## config.mk

```make
export PLATFORM = sky130hd
export DESIGN_NAME = ibex_counter_unit
export DESIGN_NICKNAME = d
export VERILOG_FILES = /design/src/rtl/ibex_counter_unit.sv
export SDC_FILE = /design/constraint.sdc
export NUM_CORES = 1
export LEC_CHECK = 0
export CAP_MARGIN = 20
export CORE_ASPECT_RATIO = 1.75
export CORE_MARGIN = 2
export CORE_UTILIZATION = 50
export CTS_CLUSTER_DIAMETER = 60
export DETAILED_ROUTE_END_ITERATION = 16
export MAX_ROUTING_LAYER = met4
export PLACE_DENSITY = 0.79
export SLEW_MARGIN = 20
export SYNTH_ARGS = -nofsm -noshare
export SYNTH_HDL_FRONTEND = slang
export SYNTH_SLANG_ARGS = --single-unit
```

## constraint.sdc

```tcl
create_clock -name clk_i -period 2.48 [get_ports clk_i]
set_clock_uncertainty 0.15 [all_clocks]
set_input_delay 0.496 -clock clk_i [delete_from_list [all_inputs] [get_ports clk_i]]
set_output_delay 0.496 -clock clk_i [all_outputs]
set_load 0.02 [all_outputs]
```

## src/rtl/ibex_counter_unit.sv

```systemverilog
// rtl/ibex_counter_unit.sv - event counter bank with a stall-aware register-file write-back port
module ibex_counter_unit #(
  parameter int unsigned NumCounters  = 4,
  parameter int unsigned CounterWidth = 32
) (
  input  logic                   clk_i,
  input  logic                   rst_ni,
  input  logic [NumCounters-1:0] cnt_event_i,
  input  logic                   req_valid_i,
  output logic                   req_ready_o,
  input  logic [1:0]             req_op_i,
  input  logic [3:0]             req_idx_i,
  input  logic [31:0]            req_wdata_i,
  input  logic [4:0]             req_rd_i,
  input  logic                   rf_busy_i,
  output logic                   rf_we_counter_unit_o,
  output logic [31:0]            rf_wdata_counter_unit_o,
  output logic [4:0]             rf_waddr_counter_unit_o,
  output logic [NumCounters-1:0] overflow_o,
  output logic                   busy_o
);

  localparam logic [1:0] OpRead      = 2'b00;
  localparam logic [1:0] OpWrite     = 2'b01;
  localparam logic [1:0] OpClear     = 2'b10;
  localparam logic [1:0] OpReadClear = 2'b11;

  typedef enum logic {
    StIdle,
    StPend
  } state_e;

  state_e                  state_q, state_d;
  logic [CounterWidth-1:0] cnt_q [NumCounters];
  logic [NumCounters-1:0]  ovf_q;
  logic [31:0]             result_q;
  logic [4:0]              addr_q;

  logic                    req_accept;
  logic                    idx_in_range;
  logic                    op_is_read;
  logic                    op_loads_cnt;
  logic [CounterWidth-1:0] load_value;
  logic [31:0]             read_value;

  assign req_accept   = req_valid_i & req_ready_o;
  assign idx_in_range = ({28'd0, req_idx_i} < NumCounters);
  assign op_is_read   = (req_op_i == OpRead) | (req_op_i == OpReadClear);
  // WRITE, CLEAR and READ_CLEAR all overwrite the counter and drop its overflow flag.
  assign op_loads_cnt = (req_op_i == OpWrite) | (req_op_i == OpClear) |
                        (req_op_i == OpReadClear);
  assign load_value   = (req_op_i == OpWrite) ? req_wdata_i[CounterWidth-1:0] : '0;

  // Select the addressed counter's current (pre-update) value, zero-extended; 0 when out of range.
  always_comb begin
    read_value = '0;
    for (int i = 0; i < NumCounters; i++) begin
      if (idx_in_range && (req_idx_i == 4'(i))) begin
        read_value[CounterWidth-1:0] = cnt_q[i];
      end
    end
  end

  // Counter bank: a request on counter i takes priority over that counter's event this cycle.
  always_ff @(posedge clk_i or negedge rst_ni) begin
    if (!rst_ni) begin
      for (int i = 0; i < NumCounters; i++) begin
        cnt_q[i] <= '0;
      end
      ovf_q <= '0;
    end else begin
      for (int i = 0; i < NumCounters; i++) begin
        if (req_accept && idx_in_range && (req_idx_i == 4'(i)) && op_loads_cnt) begin
          cnt_q[i] <= load_value;
          ovf_q[i] <= 1'b0;
        end else if (cnt_event_i[i]) begin
          cnt_q[i] <= cnt_q[i] + CounterWidth'(1);
          if (&cnt_q[i]) begin
            ovf_q[i] <= 1'b1;
          end
        end
      end
    end
  end

  // Next state: a read to a non-zero rd waits in PEND until the RF write port is free.
  always_comb begin
    state_d = state_q;
    case (state_q)
      StIdle: begin
        if (req_accept && op_is_read && (req_rd_i != 5'd0)) begin
          state_d = StPend;
        end
      end
      StPend: begin
        if (!rf_busy_i) begin
          state_d = StIdle;
        end
      end
      default: state_d = StIdle;
    endcase
  end

  // State register; async reset drops PEND so the write strobe falls immediately.
  always_ff @(posedge clk_i or negedge rst_ni) begin
    if (!rst_ni) begin
      state_q <= StIdle;
    end else begin
      state_q <= state_d;
    end
  end

  // Capture read result and destination on every accepted READ / READ_CLEAR; held stable while pending.
  always_ff @(posedge clk_i or negedge rst_ni) begin
    if (!rst_ni) begin
      result_q <= '0;
      addr_q   <= '0;
    end else if (req_accept && op_is_read) begin
      result_q <= read_value;
      addr_q   <= req_rd_i;
    end
  end

  assign req_ready_o             = (state_q == StIdle);
  assign busy_o                  = (state_q == StPend);
  // Only write when neither ID/EX nor LSU owns the RF port, keeping write sources one-hot.
  assign rf_we_counter_unit_o    = (state_q == StPend) & ~rf_busy_i;
  assign rf_wdata_counter_unit_o = result_q;
  assign rf_waddr_counter_unit_o = addr_q;
  assign overflow_o              = ovf_q;

endmodule

```

==> results_dict.tcl, run 1 <==
set metrics [dict create \
    synth_edf_count 0 \
    synthFlopType "dfrtp_1" \
    cap_violations 0 \
    place_inst 1293 \
    cts_tree "done" \
    worstPathMaxFanout 4 \
    clock-sinks 170 \
    synth-seq-cells 170 \
    timing.fmax_ghz 0.437 \
    synth_area_sq_um 9730 \
    synthDistinctLibCells 50 \
    tightest_slew_ns 0.658 \
    instances_no_fill 1325 \
    drc 0 \
    p_total_w 0.00950 \
    slew_violations 0 \
    port_buffers 94 \
    coreArea_sq_um 19100 \
    cp-end-kind "primary output" \
    crit_required_ns 1.83 \
    dr.pass1.iters 7 \
    wirelength_mm 28.5 \
    crit_arrival_ns 1.64 \
    grt_pass1_vias 8573 \
    grt_pass1_wl_mm 45.5 \
    max-slew-margin-rel_pct 55.7 \
    ys_warn_count 0 \
    hold_viol_final 0 \
    nets 1129 \
    antenna_found_initial 0 \
    io_pins 95 \
    numCtsBuffers 17 \
    diodes 0 \
    drive_above_1_share_pct 14.1 \
    grt-ovfl-total 0 \
    seq_area_frac_synth_pct 43.7 \
    vias 8386 \
    routed_via_density 6.33 \
    initialDrtViolationCount 615 \
    irDropWorstVdd_uv 437 \
    wl_per_cell_um 21.5 \
    finalSetupViolCount 0 \
    min_path_type "register to register" \
    cts_root_buffer "clkbuf_16" \
    cts_setup_buffers 0 \
    p_leak_nw 4.76 \
    worstSetupPathType "register to primary output" \
    period_minus_slack_ns 2.29 \
    ant_nets 0 \
    hold_ws_ns 0.351 \
    placed_area_sq_um 11300 \
    synth.avg_cell_area_sq_um 9.99 \
    clkTransAtPathRegs_ns 0.07 \
    insertion_delay_ns 0.44 \
    die-width_um 109 \
    tns_ns 0 \
    place.gp.congestion 0.936 \
    ctsLongestPathBuffers 2 \
    outcome "complete, no violations" \
    grt_usage_pct 29.5 \
    initial_utilization_pct 50.9 \
    grt_setup_unrepaired "false" \
    synth_nets 1031 \
    min_period_over_period_pct 92.3 \
    final_area_sq_um 11900 \
    cp-start-kind "register" \
    synth-async-reset-ratio_pct 100 \
    dpl.hpwl_mm 20.8 \
    area_growth_pct 22.0 \
    die-area_sq_um 20600 \
    rows 67 \
    syn_inst 974 \
    htreeDepth 4 \
    powerDensity_nw_per_um2 801 \
    die_h_um 189 \
    grt_start_max_net_pins 66 \
]
## placed cells by master (no fill, tap or decap), drive strengths merged
master         instances
mux2                   5
o211ai                 2
inv                   16
nand2b                 1
and2                   5
o21ai                 64
a31oi                  3
or3                    5
nor2b                  1
clkinvlp               3
a21oi                122
nor3b                  2
nor2                  25
nand4b                 1
buf                   56
and3                  23
or4                    3
xor2                  73
nand3                103
clkdlybuf4s50         91
ha                     6
nor3                  14
a41oi                  1
bufinv                 2
dlygate4sd3            1
mux4                  32
nor4b                  1
clkbuf                19
mux2i                  4
xnor2                 48
o21a                   2
nand4                 46
nand2                 63
dfrtp                170
nor4                  24
and4                  12
clkinv                 3
a22o                  32
## synth_stat cells, drive strengths merged (2+ instances only)
cell      n  share of area (%)
mux2      5               0.58
nor3     14               0.77
a31oi     3               0.19
nand3   103                5.5
o211ai    2               0.15
or4       3               0.27
a22o     32                2.9
xor2     73                6.6
a21oi   122                6.4
buf      24                1.5
ha        6               0.77
or3       5               0.32
and2      5               0.32
dfrtp   170                 44
xnor2    48                4.3
nor2     25               0.96
and3     23                1.5
mux4     32                7.4
nor4     24                2.4
nor3b     2               0.21
inv      12               0.46
o21ai    64                3.3
and4     12                1.1
clkbuf   44                1.8
nand4    46                3.2
o21a      2               0.15
mux2i     4               0.41
nand2    63                2.4
## power by group
part / switching, W / internal [W] / total, W / leakage (nW)
Sequential: 0.000911 / 0.00344 / 0.00435 / 2.18
Combinational: 0.00118 / 0.00130 / 0.00247 / 2.31
Clock: 0.00116 / 0.00152 / 0.00268 / 0.277
Total: 0.00325 / 0.00626 / 0.00950 / 4.76
## state kept, by name, indices dropped and copies added (netlist names)
register	flops
busy_o	1
rf_waddr_counter_unit_o	5
overflow_o	4
rf_wdata_counter_unit_o	32
cnt_q	128
## final timing paths
check	endpoint	startpoint	cells past startpoint	slack [ns]
worst max-delay path	rf_we_counter_unit_o	busy_o	3	0.19
worst min register to register	rf_wdata_counter_unit_o[23]	rf_wdata_counter_unit_o[23]	1	0.35
worst max register to register	cnt_q[118]	cnt_q[111]	5	0.26
worst min-delay path	rf_wdata_counter_unit_o[23]	rf_wdata_counter_unit_o[23]	1	0.35
max in group asynchronous	cnt_q[93]	rst_ni	3	1.02
min in group asynchronous	rf_wdata_counter_unit_o[4]	rst_ni	2	0.43
## area by class of cell
class | instances | area, sq um
fillers | 1564 | 7250
multi-input cells | 723 | 5150
flip-flops and latches | 170 | 4250
repair buffers | 148 | 1530
clock buffers | 19 | 443
well taps | 241 | 302
clock inverters | 12 | 140
inverters | 12 | 45.0
## kinds of logic (layout without fill, tap and decap cells)
group / count (synthesis) / count (layout) / synth area share (%)
DFF: 170 / 170 / 43.7
AOI/OAI and AO/OA: 226 / 226 / 13.1
xor gates and xnor gates: 121 / 121 / 10.9
muxes: 41 / 41 / 8.44
and+or+nand+nor: 329 / 329 / 19.2
buffers and inverters: 81 / 191 / 3.82
adders and majority gates: 6 / 6 / 0.772
## through the flow
step	utilization (%)	setup slack, ns
final	62.1	0.191
after global routing	62.1	0.0705
after CTS	62.1	0.129
after detailed placement	58.9	-0.305
after global placement	58.9	-0.229
after floorplan	-	0.269
## what timing repair did
action | 4_1_cts | 5_1_grt
resized for setup | 0 | 1
endpoints found under the setup margin | 0 | 40
endpoints found under the hold margin | 46 | 0
hold buffers | 1 | 0
## critical path: stages (launching register included)
cell and delay (ns):
dfrtp_1 0.43, inv_1 0.08, nor2_1 0.10, clkdlybuf4s50_1 0.60
## layer usage
layer / share of wire, % / track usage (%)
met1: 36 / 33.1
met3: 5.0 / 3.70
met2: 53 / 49.5
met4: 6.5 / 17.4
met5: 0 / -
No activity file was read; power rests on OpenSTA's default activity.
==> run 2, diff against run 1 <==
Settings changed: SLEW_MARGIN 20 to 0.
Clock period 2.48 ns to 2.5 ns, I/O delays scaled along.
==> run 2 against run 1 <==
Effect of this change: cell count is 0.30% lower; design area is 0.55% lower; flip-flop and latch count stayed put; clock power is 2% lower; count of clock-buffer cells in the layout is 1 lower; die area stayed put; critical path depth stayed put; register-to-register slack hardly changed; power is 1.1% lower; critical path type unchanged; critical endpoint unchanged; largest cell class unchanged.
==> results_dict.tcl, run 2 (synthesized netlist as in run 1, its figures left out) <==
set metrics [dict create \
    regMostFlops "cnt_q" \
    seqCellArea_sq_um 4250 \
    grt_pass1_wl_mm 45.8 \
    htreeDepth 4 \
    outcome "complete, no violations" \
    powerDensity_nw_per_um2 796 \
    numCtsBuffers 17 \
    die_h_um 189 \
    wl_per_cell_um 21.6 \
    grt_setup_unrepaired "false" \
    coreArea_sq_um 19100 \
    min_path_type "register to register" \
    grt_usage_pct 29.8 \
    grt_start_max_net_pins 66 \
    critPathMaxStageDelay_ns 0.60 \
    crit_buf_inv 2 \
    die-width_um 109 \
    initial_utilization_pct 50.9 \
    drc 0 \
    initialDrtViolationCount 579 \
    wirelength_mm 28.5 \
    period_minus_slack_ns 2.28 \
    cts_tree "done" \
    grt-ovfl-total 0 \
    irDropWorstVdd_uv 529 \
    cts_root_buffer "clkbuf_16" \
    clkTransAtPathRegs_ns 0.06 \
    cap_violations 0 \
    worstPathMaxFanout 4 \
    cp_top_family "buffers and inverters" \
    crit_arrival_ns 1.63 \
    nets 1125 \
    dr.pass1.iters 5 \
    routed_via_density 6.45 \
    grt_pass1_vias 8552 \
    largest_reg_flops 128 \
    crit_chain "inv_1 > nor2_1 > clkdlybuf4s50_1" \
    layout_commonest_cell "dfrtp_1" \
    vias 8515 \
    area_growth_pct 21.3 \
    worstSetupPathType "register to primary output" \
    final_cell_mix "dfrtp_1, a21oi_1, nand3_1" \
    timing.fmax_ghz 0.439 \
    p_leak_nw 4.74 \
    fillers 1590 \
    dpl.hpwl_mm 20.4 \
    io_pins 95 \
    cp-start-kind "register" \
    slew_violations 0 \
    cts_setup_buffers 0 \
    placed_area_sq_um 11200 \
    tightest_slew_ns 0.622 \
    hold_viol_final 0 \
    die-area_sq_um 20600 \
    finalSetupViolCount 0 \
    place.gp.congestion 0.935 \
    drive_above_1_share_pct 13.9 \
    min_period_over_period_pct 91.2 \
    insertion_delay_ns 0.44 \
    crit_required_ns 1.85 \
    multi_input_area_sq_um 5150 \
    final_area_sq_um 11800 \
    cp-end-kind "primary output" \
    max-slew-margin-rel_pct 58.5 \
    port_buffers 94 \
    antenna_found_initial 0 \
    diodes 0 \
    reg2reg_depth 5 \
    critPathSlowestCell "clkdlybuf4s50_1" \
    crit_cells 3 \
    ant_nets 0 \
    hold_depth 1 \
    clock-sinks 170 \
    ctsLongestPathBuffers 2 \
    rows 67 \
    p_total_w 0.00940 \
]
==> run 2: final cells by class <==
type	instances	area share, %
Sequential cell	170	36.1
Clock buffer	18	3.72
Multi-Input combinational cell	723	43.7
Inverter	12	0.382
Tap cell	241	2.56
Timing Repair Buffer	144	12.5
Clock inverter	13	1.13
==> run 2: worst paths after layout <==
check | start | to | slack [ns]
setup / recovery | busy_o | rf_we_counter_unit_o | 0.22
hold / removal | rf_waddr_counter_unit_o[0] | rf_waddr_counter_unit_o[0] | 0.35
setup reg to reg | cnt_q[111] | cnt_q[127] | 0.25
hold reg to reg | rf_waddr_counter_unit_o[0] | rf_waddr_counter_unit_o[0] | 0.35
max in group asynchronous | rst_ni | cnt_q[95] | 0.97
min in group asynchronous | rst_ni | cnt_q[0] | 0.43
==> run 2: repair_timing <==
action,4_1_cts,5_1_grt
hold endpoints to repair,45,0
endpoints found under the setup margin,0,35
resized for setup,0,1
hold buffers,1,0
==> run 2: per-layer routing <==
layer  up-vias  wire length, um  part of all wire, %  track usage, %
met1      4205            10100                   35            33.5
met3       130             1560                  5.5            3.98
li1       3771                -                    -               -
met2       409            15200                   53            51.1
met5         -                0                    0               -
met4         0             1610                  5.6            14.9
==> run 2: power by group <==
group / switching (W) / internal [W]
clock: 0.00121 / 0.00142
sequential: 0.000916 / 0.00341
combinational: 0.00116 / 0.00127
total: 0.00328 / 0.00611
==> run 2: per-stage QoR <==
step / TNS [ns] / utilization (%) / hold WS [ns] / setup WS [ns] / instances
floorplan: 0 / - / 0.0544 / 0.285 / 974
global placement: -15.46 / 58.7 / 0.326 / -0.226 / 1289
detailed placement: -22.36 / 58.7 / 0.332 / -0.303 / 1289
CTS: 0 / 61.7 / 0.357 / 0.123 / 1321
global route: 0 / 61.7 / 0.367 / 0.0365 / 1321
finish: 0 / 61.7 / 0.354 / 0.221 / 1321
